### config.mk
export PLATFORM = sky130hd
export DESIGN_NAME = uart_rx_core
export DESIGN_NICKNAME = d
export VERILOG_FILES = /design/src/rtl/uart_pkg.sv /design/src/rtl/uart_sync2.sv /design/src/rtl/uart_rx_core.sv
export SDC_FILE = /design/constraint.sdc
export NUM_CORES = 1
export LEC_CHECK = 0
export ABC_CLOCK_PERIOD_IN_PS = 2190
export BUFFER_PORTS_ARGS = -buffer_cell sky130_fd_sc_hd__buf_2
export CAP_MARGIN = 5
export CELL_PAD_IN_SITES_DETAIL_PLACEMENT = 1
export CELL_PAD_IN_SITES_GLOBAL_PLACEMENT = 1
export CORE_ASPECT_RATIO = 0.6
export CORE_MARGIN = 2
export CORE_UTILIZATION = 40
export CTS_BUF_LIST = sky130_fd_sc_hd__clkbuf_16
export CTS_CLUSTER_SIZE = 24
export DETAILED_ROUTE_END_ITERATION = 12
export GPL_ROUTABILITY_DRIVEN = 1
export PLACE_DENSITY_LB_ADDON = 0.1
export SYNTH_ARGS = -nofsm -noshare
export SYNTH_HDL_FRONTEND = slang
export SYNTH_SLANG_ARGS = --single-unit
export TNS_END_PERCENT = 50
### constraint.sdc
create_clock -name clk -period 2.19 [get_ports clk]
set_clock_uncertainty 0.05 [all_clocks]
set_input_delay 0.438 -clock clk [delete_from_list [all_inputs] [get_ports clk]]
set_output_delay 0.438 -clock clk [all_outputs]
set_load 0.02 [all_outputs]
### src/rtl/uart_pkg.sv
// Shared definitions for the UART receive path.
//   - rx_state_t : receiver FSM states (PARITY present only when the
//                  UART_RX_PARITY_EN macro is defined)
//   - PAR_NONE / PAR_EVEN / PAR_ODD : parity-mode encodings for PARITY_MODE
package uart_pkg;

    localparam int PAR_NONE = 0;
    localparam int PAR_EVEN = 1;
    localparam int PAR_ODD  = 2;

`ifdef UART_RX_PARITY_EN
    typedef enum logic [2:0] {IDLE, START, DATA, PARITY, STOP} rx_state_t;
`else
    typedef enum logic [2:0] {IDLE, START, DATA, STOP} rx_state_t;
`endif

endpackage

### src/rtl/uart_sync2.sv
// Two-flop synchroniser for a single asynchronous input.
// Ports:
//   clk  - sampling clock
//   rst  - asynchronous, active-high reset; both flops load RESET_VAL
//   d    - asynchronous input
//   q    - synchronised output (two clk cycles of latency)
module uart_sync2 #(
    parameter logic RESET_VAL = 1'b1
) (
    input  logic clk,
    input  logic rst,
    input  logic d,
    output logic q
);

    logic meta;

    always_ff @(posedge clk or posedge rst) begin
        if (rst) begin
            meta <= RESET_VAL;
            q    <= RESET_VAL;
        end else begin
            meta <= d;
            q    <= meta;
        end
    end

endmodule

### src/rtl/uart_rx_core.sv
// UART receiver: oversampled start/data/parity/stop framing with a
// single-entry output register and valid/ready handshake.
// Build option: define UART_RX_PARITY_EN to compile in the PARITY state and
// the parity check (selected by PARITY_MODE); otherwise parity_err is 0.
// Ports:
//   clk, rst    - clock; asynchronous active-high reset
//   serial_in   - asynchronous serial line, idle high
//   rx_data     - received word (LSB first on the line)
//   rx_valid    - rx_data / frame_err / parity_err hold a frame
//   rx_ready    - consumer accepts the word while rx_valid is high
//   frame_err   - delivered frame had a low stop bit
//   parity_err  - delivered frame failed its parity check
//   overrun     - one-cycle pulse: a finished frame was dropped (output full)
//   rx_busy     - FSM is outside IDLE
module uart_rx_core
    import uart_pkg::*;
#(
    parameter int CLKS_PER_BIT = 50,
    parameter int DATA_BITS    = 8,
    parameter int STOP_BITS    = 1,
    parameter int PARITY_MODE  = 0
) (
    input  logic                 clk,
    input  logic                 rst,
    input  logic                 serial_in,
    output logic [DATA_BITS-1:0] rx_data,
    output logic                 rx_valid,
    input  logic                 rx_ready,
    output logic                 frame_err,
    output logic                 parity_err,
    output logic                 overrun,
    output logic                 rx_busy
);

    localparam int CW = $clog2(CLKS_PER_BIT);
    localparam int IW = 4;
    localparam logic [CW-1:0] MID_CNT   = CW'((CLKS_PER_BIT - 1) / 2);
    localparam logic [CW-1:0] LAST_CNT  = CW'(CLKS_PER_BIT - 1);
    localparam logic [IW-1:0] LAST_DATA = IW'(DATA_BITS - 1);
    localparam logic [IW-1:0] LAST_STOP = IW'(STOP_BITS - 1);

`ifdef UART_RX_PARITY_EN
    localparam bit        PAR_ON     = (PARITY_MODE == PAR_EVEN) || (PARITY_MODE == PAR_ODD);
    localparam logic      PAR_INV    = (PARITY_MODE == PAR_ODD);
    localparam rx_state_t AFTER_DATA = PAR_ON ? PARITY : STOP;
`else
    localparam rx_state_t AFTER_DATA = STOP;
    logic unused_cfg;
    assign unused_cfg = (PARITY_MODE != PAR_NONE);
`endif

    rx_state_t            state_q, state_d;
    logic [CW-1:0]        cnt_q;
    logic [IW-1:0]        idx_q;
    logic [DATA_BITS-1:0] shreg_q;
    logic                 ferr_q;
    logic                 done_q;
    logic                 rx_s;
    logic                 mid, bit_end, last_stop;

    uart_sync2 #(.RESET_VAL(1'b1)) u_sync (
        .clk (clk),
        .rst (rst),
        .d   (serial_in),
        .q   (rx_s)
    );

    assign mid       = (cnt_q == MID_CNT);
    assign bit_end   = (cnt_q == LAST_CNT);
    // Leave STOP at the last mid-sample, half a bit early, so a start bit
    // that follows immediately is not missed.
    assign last_stop = (state_q == STOP) && mid && (idx_q == LAST_STOP);
    assign rx_busy   = (state_q != IDLE);

    // ---------------- FSM ----------------
    always_ff @(posedge clk or posedge rst) begin
        if (rst) state_q <= IDLE;
        else     state_q <= state_d;
    end

    always_comb begin
        state_d = state_q;
        unique case (state_q)
            IDLE:   if (!rx_s) state_d = START;
            START: begin
                if (mid && rx_s) state_d = IDLE;       // false start
                else if (bit_end) state_d = DATA;
            end
            DATA:   if (bit_end && idx_q == LAST_DATA) state_d = AFTER_DATA;
`ifdef UART_RX_PARITY_EN
            PARITY: if (bit_end) state_d = STOP;
`endif
            STOP:   if (last_stop) state_d = IDLE;
            default: state_d = IDLE;
        endcase
    end

    // ---------------- bit timing / datapath ----------------
`ifdef UART_RX_PARITY_EN
    logic perr_q;
`endif

    always_ff @(posedge clk or posedge rst) begin
        if (rst) begin
            cnt_q   <= '0;
            idx_q   <= '0;
            shreg_q <= '0;
            ferr_q  <= 1'b0;
            done_q  <= 1'b0;
`ifdef UART_RX_PARITY_EN
            perr_q  <= 1'b0;
`endif
        end else begin
            done_q <= last_stop;
            if (state_q == IDLE) begin
                // Error flags are read by the output stage during the first
                // IDLE cycle and cleared at its end.
                cnt_q  <= '0;
                idx_q  <= '0;
                ferr_q <= 1'b0;
`ifdef UART_RX_PARITY_EN
                perr_q <= 1'b0;
`endif
            end else begin
                cnt_q <= bit_end ? '0 : cnt_q + CW'(1);
                case (state_q)
                    DATA: begin
                        if (mid) shreg_q <= {rx_s, shreg_q[DATA_BITS-1:1]};
                        if (bit_end) idx_q <= (idx_q == LAST_DATA) ? '0 : idx_q + IW'(1);
                    end
`ifdef UART_RX_PARITY_EN
                    // Data ones plus parity bit must be even (or odd).
                    PARITY: if (mid) perr_q <= rx_s ^ (^shreg_q) ^ PAR_INV;
`endif
                    STOP: begin
                        if (mid && !rx_s) ferr_q <= 1'b1;
                        if (bit_end) idx_q <= idx_q + IW'(1);
                    end
                    default: ;
                endcase
            end
        end
    end

    // ---------------- output register / handshake ----------------
    always_ff @(posedge clk or posedge rst) begin
        if (rst) begin
            rx_data   <= '0;
            rx_valid  <= 1'b0;
            frame_err <= 1'b0;
            overrun   <= 1'b0;
        end else begin
            overrun <= 1'b0;
            if (done_q) begin
                // A handshake in the delivery cycle frees the slot in time.
                if (!rx_valid || rx_ready) begin
                    rx_data   <= shreg_q;
                    frame_err <= ferr_q;
                    rx_valid  <= 1'b1;
                end else begin
                    overrun <= 1'b1;
                end
            end else if (rx_valid && rx_ready) begin
                rx_valid <= 1'b0;
            end
        end
    end

`ifdef UART_RX_PARITY_EN
    always_ff @(posedge clk or posedge rst) begin
        if (rst) parity_err <= 1'b0;
        else if (done_q && (!rx_valid || rx_ready)) parity_err <= perr_q;
    end
`else
    assign parity_err = 1'b0;
`endif

endmodule

==> results.json, run 1 <==
{
  "final_common_cell": "dfrtp_1",
  "overflow": 0,
  "grt_max_degree": 36,
  "dpl.hpwl_um": 2630,
  "fill_cells": 423,
  "max_freq_mhz": 496,
  "fin_crit_sh": 0.921,
  "final_util": 0.507,
  "clk_pin_slew_ns": 0.05,
  "cts_setup_buffers": 0,
  "cts_tree": "done",
  "powerDensity_nw_per_um2": 990,
  "syn_nets": 151,
  "clock_latency_ns": 0.28,
  "status": "finished clean",
  "cts-root-buf": "clkbuf_16",
  "die_h_um": 53.5,
  "vias_per_cell": 5.47,
  "tightest_slew_ns": 0.496,
  "post-place-ws_ns": 0.192,
  "hp-class": "primary input to async pin",
  "start_util": 0.431,
  "drc": 0,
  "crit_arrival_ns": 2.13,
  "yosys.area.top_type": "dfrtp_1",
  "drtAntennaViolNets": 0,
  "max-clock-path-buffers": 2,
  "drv_slew": 0,
  "firstDrtPassIters": 4,
  "critical_path_class": "register to register",
  "finalPower_w": 0.00190,
  "rsz0062_at_grt": "false",
  "ys_types": 37,
  "cp_data_required_time_ns": 2.31,
  "p_leak_nw": 0.986,
  "synth_area_per_cell_sq_um": 11.8,
  "max_slew_margin": 0.665,
  "tns_ns": 0,
  "holdBufCountCts": 0,
  "ctsResizeCount": 0,
  "ioPinCount": 17,
  "routedWlPerCell_um": 16.9,
  "num_vias": 1148,
  "nNetsFinal": 175,
  "synth_area_sq_um": 1630,
  "grt_pass1_vias": 1212,
  "drive_above_1_share": 0.282,
  "syn_inst": 138,
  "die_w_um": 86.4,
  "gr-usage-all-layers": 0.181,
  "rows": 17,
  "finalWirelength_um": 3550,
  "path_max_fanout": 3,
  "h-tree-depth": 2,
  "endpoint_kind": "register",
  "clock_sinks": 35,
  "synth_seq_cells": 35,
  "setup_viol": 0,
  "cts_buffers": 5,
  "startpoint_type": "register",
  "io_buffers": 15,
  "r2r_start": "idx_q[0]",
  "ir_drop_v": 0.000432,
  "reg2reg_slack_ns": 0.17,
  "mostFrequentLayoutCells": "33 x dfrtp_1, 17 x mux2_2, 15 x inv_1, 15 x buf_2, 10 x nor2_1",
  "antenna_found_initial": 0,
  "grt_pass1_wl_um": 5970,
  "layout_setup_ws_ns": 0.174,
  "drt_iter0_markers": 34,
  "final_cells": 210,
  "ys_seq_area_frac": 0.539,
  "core_area_sq_um": 3790,
  "period_needed_ns": 2.02,
  "area_growth_pct": 17.7,
  "yosys_warnings": 0,
  "placed_cells": 202,
  "final_hold_viol_count": 0,
  "yosysTopAreaCellShare": 0.507,
  "cp-startpoint": "idx_q[0]",
  "place_congestion": 0.844,
  "rr_worst_depth": 6,
  "die_area_sq_um": 4620,
  "diodes": 0,
  "rr_endpoint": "state_q[0]",
  "synth.area.top_cells": "dfrtp_1 51%, mux2_2 12%, ha_1 6.9%",
  "maxCapViolCount": 0
}
==> kinds of logic after synthesis <==
family | Yosys count | synth area share
other | 1 | 0.00230
buffers and inverters | 16 | 0.0399
AOI/OAI and AO/OA | 21 | 0.0975
and+or+nand+nor | 35 | 0.114
muxes | 17 | 0.117
adders and majority gates | 9 | 0.0691
xor gates and xnor gates | 4 | 0.0215
DFF | 35 | 0.539
==> cell usage after synthesis, drive strengths merged <==
library cell  count
or3               1
nor2             10
and3b             1
xnor2             3
xor2              1
a31oi             1
a21boi            1
a211oi            1
o41ai             1
a22o              1
and4              1
nor3              1
o22a              1
buf               2
and2              1
and3              2
a41oi             3
inv              14
a31o              1
mux2             17
o41a              2
dfrtp            33
dfstp             2
nand3             6
nor3b             1
nand2             6
o211a             1
conb              1
or3b              1
a21oi             3
o21a              1
nand2b            2
ha                9
o21ai             4
and4b             1
nand3b            1
==> state kept, by name (all words and copies together) (netlist names), 2 cells and up <==
register  count
rx_data       8
shreg_q       8
cnt_q         6
idx_q         4
state_q       2
==> metrics by stage <==
step | cell area (sq um) | hold WS (ns)
5_1_grt | 1920 | 0.205
3_5_place_dp | 1780 | 0.302
2_1_floorplan | 1630 | 0.295
3_3_place_gp | 1780 | 0.298
6_report | 1920 | 0.200
4_1_cts | 1920 | 0.202
==> worst max-delay path, cell delays in order (launching register included) <==
cell and delay, ns:
dfrtp_1 0.39, inv_1 0.10, ha_1 0.16, or3b_1 0.37, o41a_1 0.33, or3_1 0.31, o22a_1 0.18
==> worst max path at each step <==
stage	end	slack, ns	cells past startpoint
after floorplan	state_q[0]	0.29	6
after global placement	state_q[0]	0.23	6
after detailed placement	state_q[0]	0.19	6
after CTS	state_q[0]	0.18	6
after global routing	state_q[1]	0.08	6
final	state_q[0]	0.17	6
==> routing by layer <==
| layer | GRT usage | wire length [um] | vias up |
|---|---|---|---|
| li1 | - | - | 532 |
| met1 | 0.229 | 1710 | 583 |
| met2 | 0.276 | 1600 | 26 |
| met3 | 0.0608 | 177 | 7 |
| met4 | 0.0990 | 61 | 0 |
| met5 | 0 | 0 | - |
==> report_power, final <==
part	total (W)	leakage [nW]	switching (W)	internal, W
Combinational	0.000457	0.441	0.000270	0.000188
Clock	0.000662	0.0701	0.000253	0.000409
Sequential	0.000780	0.475	0.0000735	0.000707
==> area by class of cell <==
type | count | area, sq um | share of cell area
clock inverters | 3 | 11.3 | 0.00587
inverters | 14 | 52.6 | 0.0274
well taps | 47 | 58.8 | 0.0307
multi-input cells | 87 | 687 | 0.358
repair buffers | 19 | 105 | 0.0548
flip-flops and latches | 35 | 878 | 0.458
clock buffers | 5 | 125 | 0.0652
Power figures use the tool's default switching activity.
==> run 2, diff against run 1 <==
==> constraint.sdc (replaced) <==
create_clock -name clk -period 2.19 [get_ports clk]
set_clock_uncertainty 0.05 [all_clocks]
set_input_delay 0.219 -clock clk [delete_from_list [all_inputs] [get_ports clk]]
set_output_delay 0.219 -clock clk [all_outputs]
set_load 0.02 [all_outputs]
==> results.json, run 2 (synthesis gave the netlist of run 1 again) <==
{
  "crit_arrival_ns": 2.13,
  "period_needed_ns": 2.01,
  "hp-class": "primary input to async pin",
  "path_max_fanout": 3,
  "core_area_sq_um": 3790,
  "ir_drop_v": 0.000432,
  "tns_ns": 0,
  "overflow": 0,
  "cts-root-buf": "clkbuf_16",
  "die_area_sq_um": 4620,
  "startpoint_type": "register",
  "drt_iter0_markers": 36,
  "area_growth_pct": 18.3,
  "status": "finished with violations",
  "mostFrequentLayoutCells": "33 x dfrtp_1, 17 x mux2_2, 15 x inv_1, 15 x buf_2, 10 x nor2_1",
  "antenna_found_initial": 0,
  "diodes": 0,
  "drive_above_1_share": 0.280,
  "drc": 0,
  "drtAntennaViolNets": 0,
  "die_w_um": 86.4,
  "fin_crit_sh": 0.919,
  "rsz0062_at_grt": "false",
  "gr-usage-all-layers": 0.182,
  "nNetsFinal": 176,
  "p_leak_nw": 0.990,
  "netSwitchingFraction": 0.314,
  "drv_slew": 0,
  "finalWirelength_um": 3570,
  "num_vias": 1161,
  "cts_buffers": 5,
  "dpl.hpwl_um": 2630,
  "clkPwrFrac": 0.348,
  "clock_latency_ns": 0.28,
  "die_h_um": 53.5,
  "seqPwrFrac": 0.411,
  "final_hold_viol_count": 33,
  "clk_pin_slew_ns": 0.05,
  "final_util": 0.509,
  "cp_data_required_time_ns": 2.31,
  "violations": "hold timing",
  "routedWlPerCell_um": 16.9,
  "critical_path_class": "register to register",
  "setup_viol": 0,
  "placed_cells": 202,
  "maxCapViolCount": 0,
  "endpoint_kind": "register",
  "max-clock-path-buffers": 2,
  "final_common_cell": "dfrtp_1",
  "io_buffers": 15,
  "powerDensity_nw_per_um2": 986,
  "max_slew_margin": 0.664,
  "fin_area_sq_um": 1930,
  "rows": 17,
  "p_int_w": 0.00130,
  "vias_per_cell": 5.50,
  "tightest_slew_ns": 0.498,
  "grt_pass1_wl_um": 6000,
  "cts_tree": "done",
  "final_cells": 211,
  "cts_setup_buffers": 0,
  "switchingPower_w": 0.000597,
  "h-tree-depth": 2,
  "grt_pass1_vias": 1226,
  "firstDrtPassIters": 4,
  "max_freq_mhz": 497,
  "placed_area_sq_um": 1780,
  "place_congestion": 0.844,
  "start_util": 0.431,
  "top_regs": "rx_data x8, shreg_q x8, cnt_q x6",
  "whs_ns": -0.0190,
  "clock_sinks": 35,
  "p_comb_frac": 0.241,
  "grt_max_degree": 36,
  "ioPinCount": 17
}
==> run 2: layer usage <==
| metal | up-vias | GRT usage | part of all wire |
|---|---|---|---|
| met5 | - | 0 | 0 |
| li1 | 534 | - | - |
| met3 | 7 | 0.0608 | 0.050 |
| met2 | 26 | 0.278 | 0.45 |
| met1 | 594 | 0.229 | 0.48 |
| met4 | 0 | 0.0990 | 0.017 |
==> run 2: timing repair <==
item	4_1_cts	5_1_grt
hold buffers	1	0
endpoints found under the hold margin	1	0
resized for setup	0	0
==> run 2: power by group through the flow <==
stage,logic [W],clock network [W],registers [W]
2_1_floorplan,0.000320,0,0.000768
3_3_place_gp,0.000430,0,0.000784
3_5_place_dp,0.000458,0,0.000790
4_1_cts,0.000464,0.000677,0.000779
5_1_grt,0.000517,0.000713,0.000792
6_report,0.000459,0.000662,0.000780
==> run 2: cell type report <==
type | instances | area [sq um]
Clock buffer | 5 | 125
Clock inverter | 3 | 11.3
Fill cell | 422 | 1860
Inverter | 14 | 52.6
Multi-Input combinational cell | 87 | 687
Sequential cell | 35 | 878
Tap cell | 47 | 58.8
Timing Repair Buffer | 20 | 115
==> run 2: worst paths after layout <==
kind,startpoint,endpoint,slack (ns),cells after the start
max in group asynchronous,rst,u_sync.q,1.77,3
min in group clk,rx_ready,overrun,0.20,3
max reg2reg,idx_q[0],state_q[0],0.18,6
min,rst,rx_data[0],-0.02,3
max,idx_q[0],state_q[0],0.18,6
min reg2reg,u_sync.meta,u_sync.q,0.31,0
==> run 2: stage by stage <==
stage               hold WS, ns  setup WS [ns]  power [W]
finish                  -0.0190          0.177    0.00190
floorplan                 0.173          0.290    0.00109
global placement          0.275          0.234    0.00121
detailed placement        0.280          0.192    0.00125
global route             0.0300         0.0752    0.00202
CTS                     0.00328          0.183    0.00192
==> run 2: critical path, stage by stage (launching register included) <==
cell and delay [ns]:
dfrtp_1 0.39, inv_1 0.10, ha_1 0.16, or3b_1 0.37, o41a_1 0.33, or3_1 0.31, o22a_1 0.18
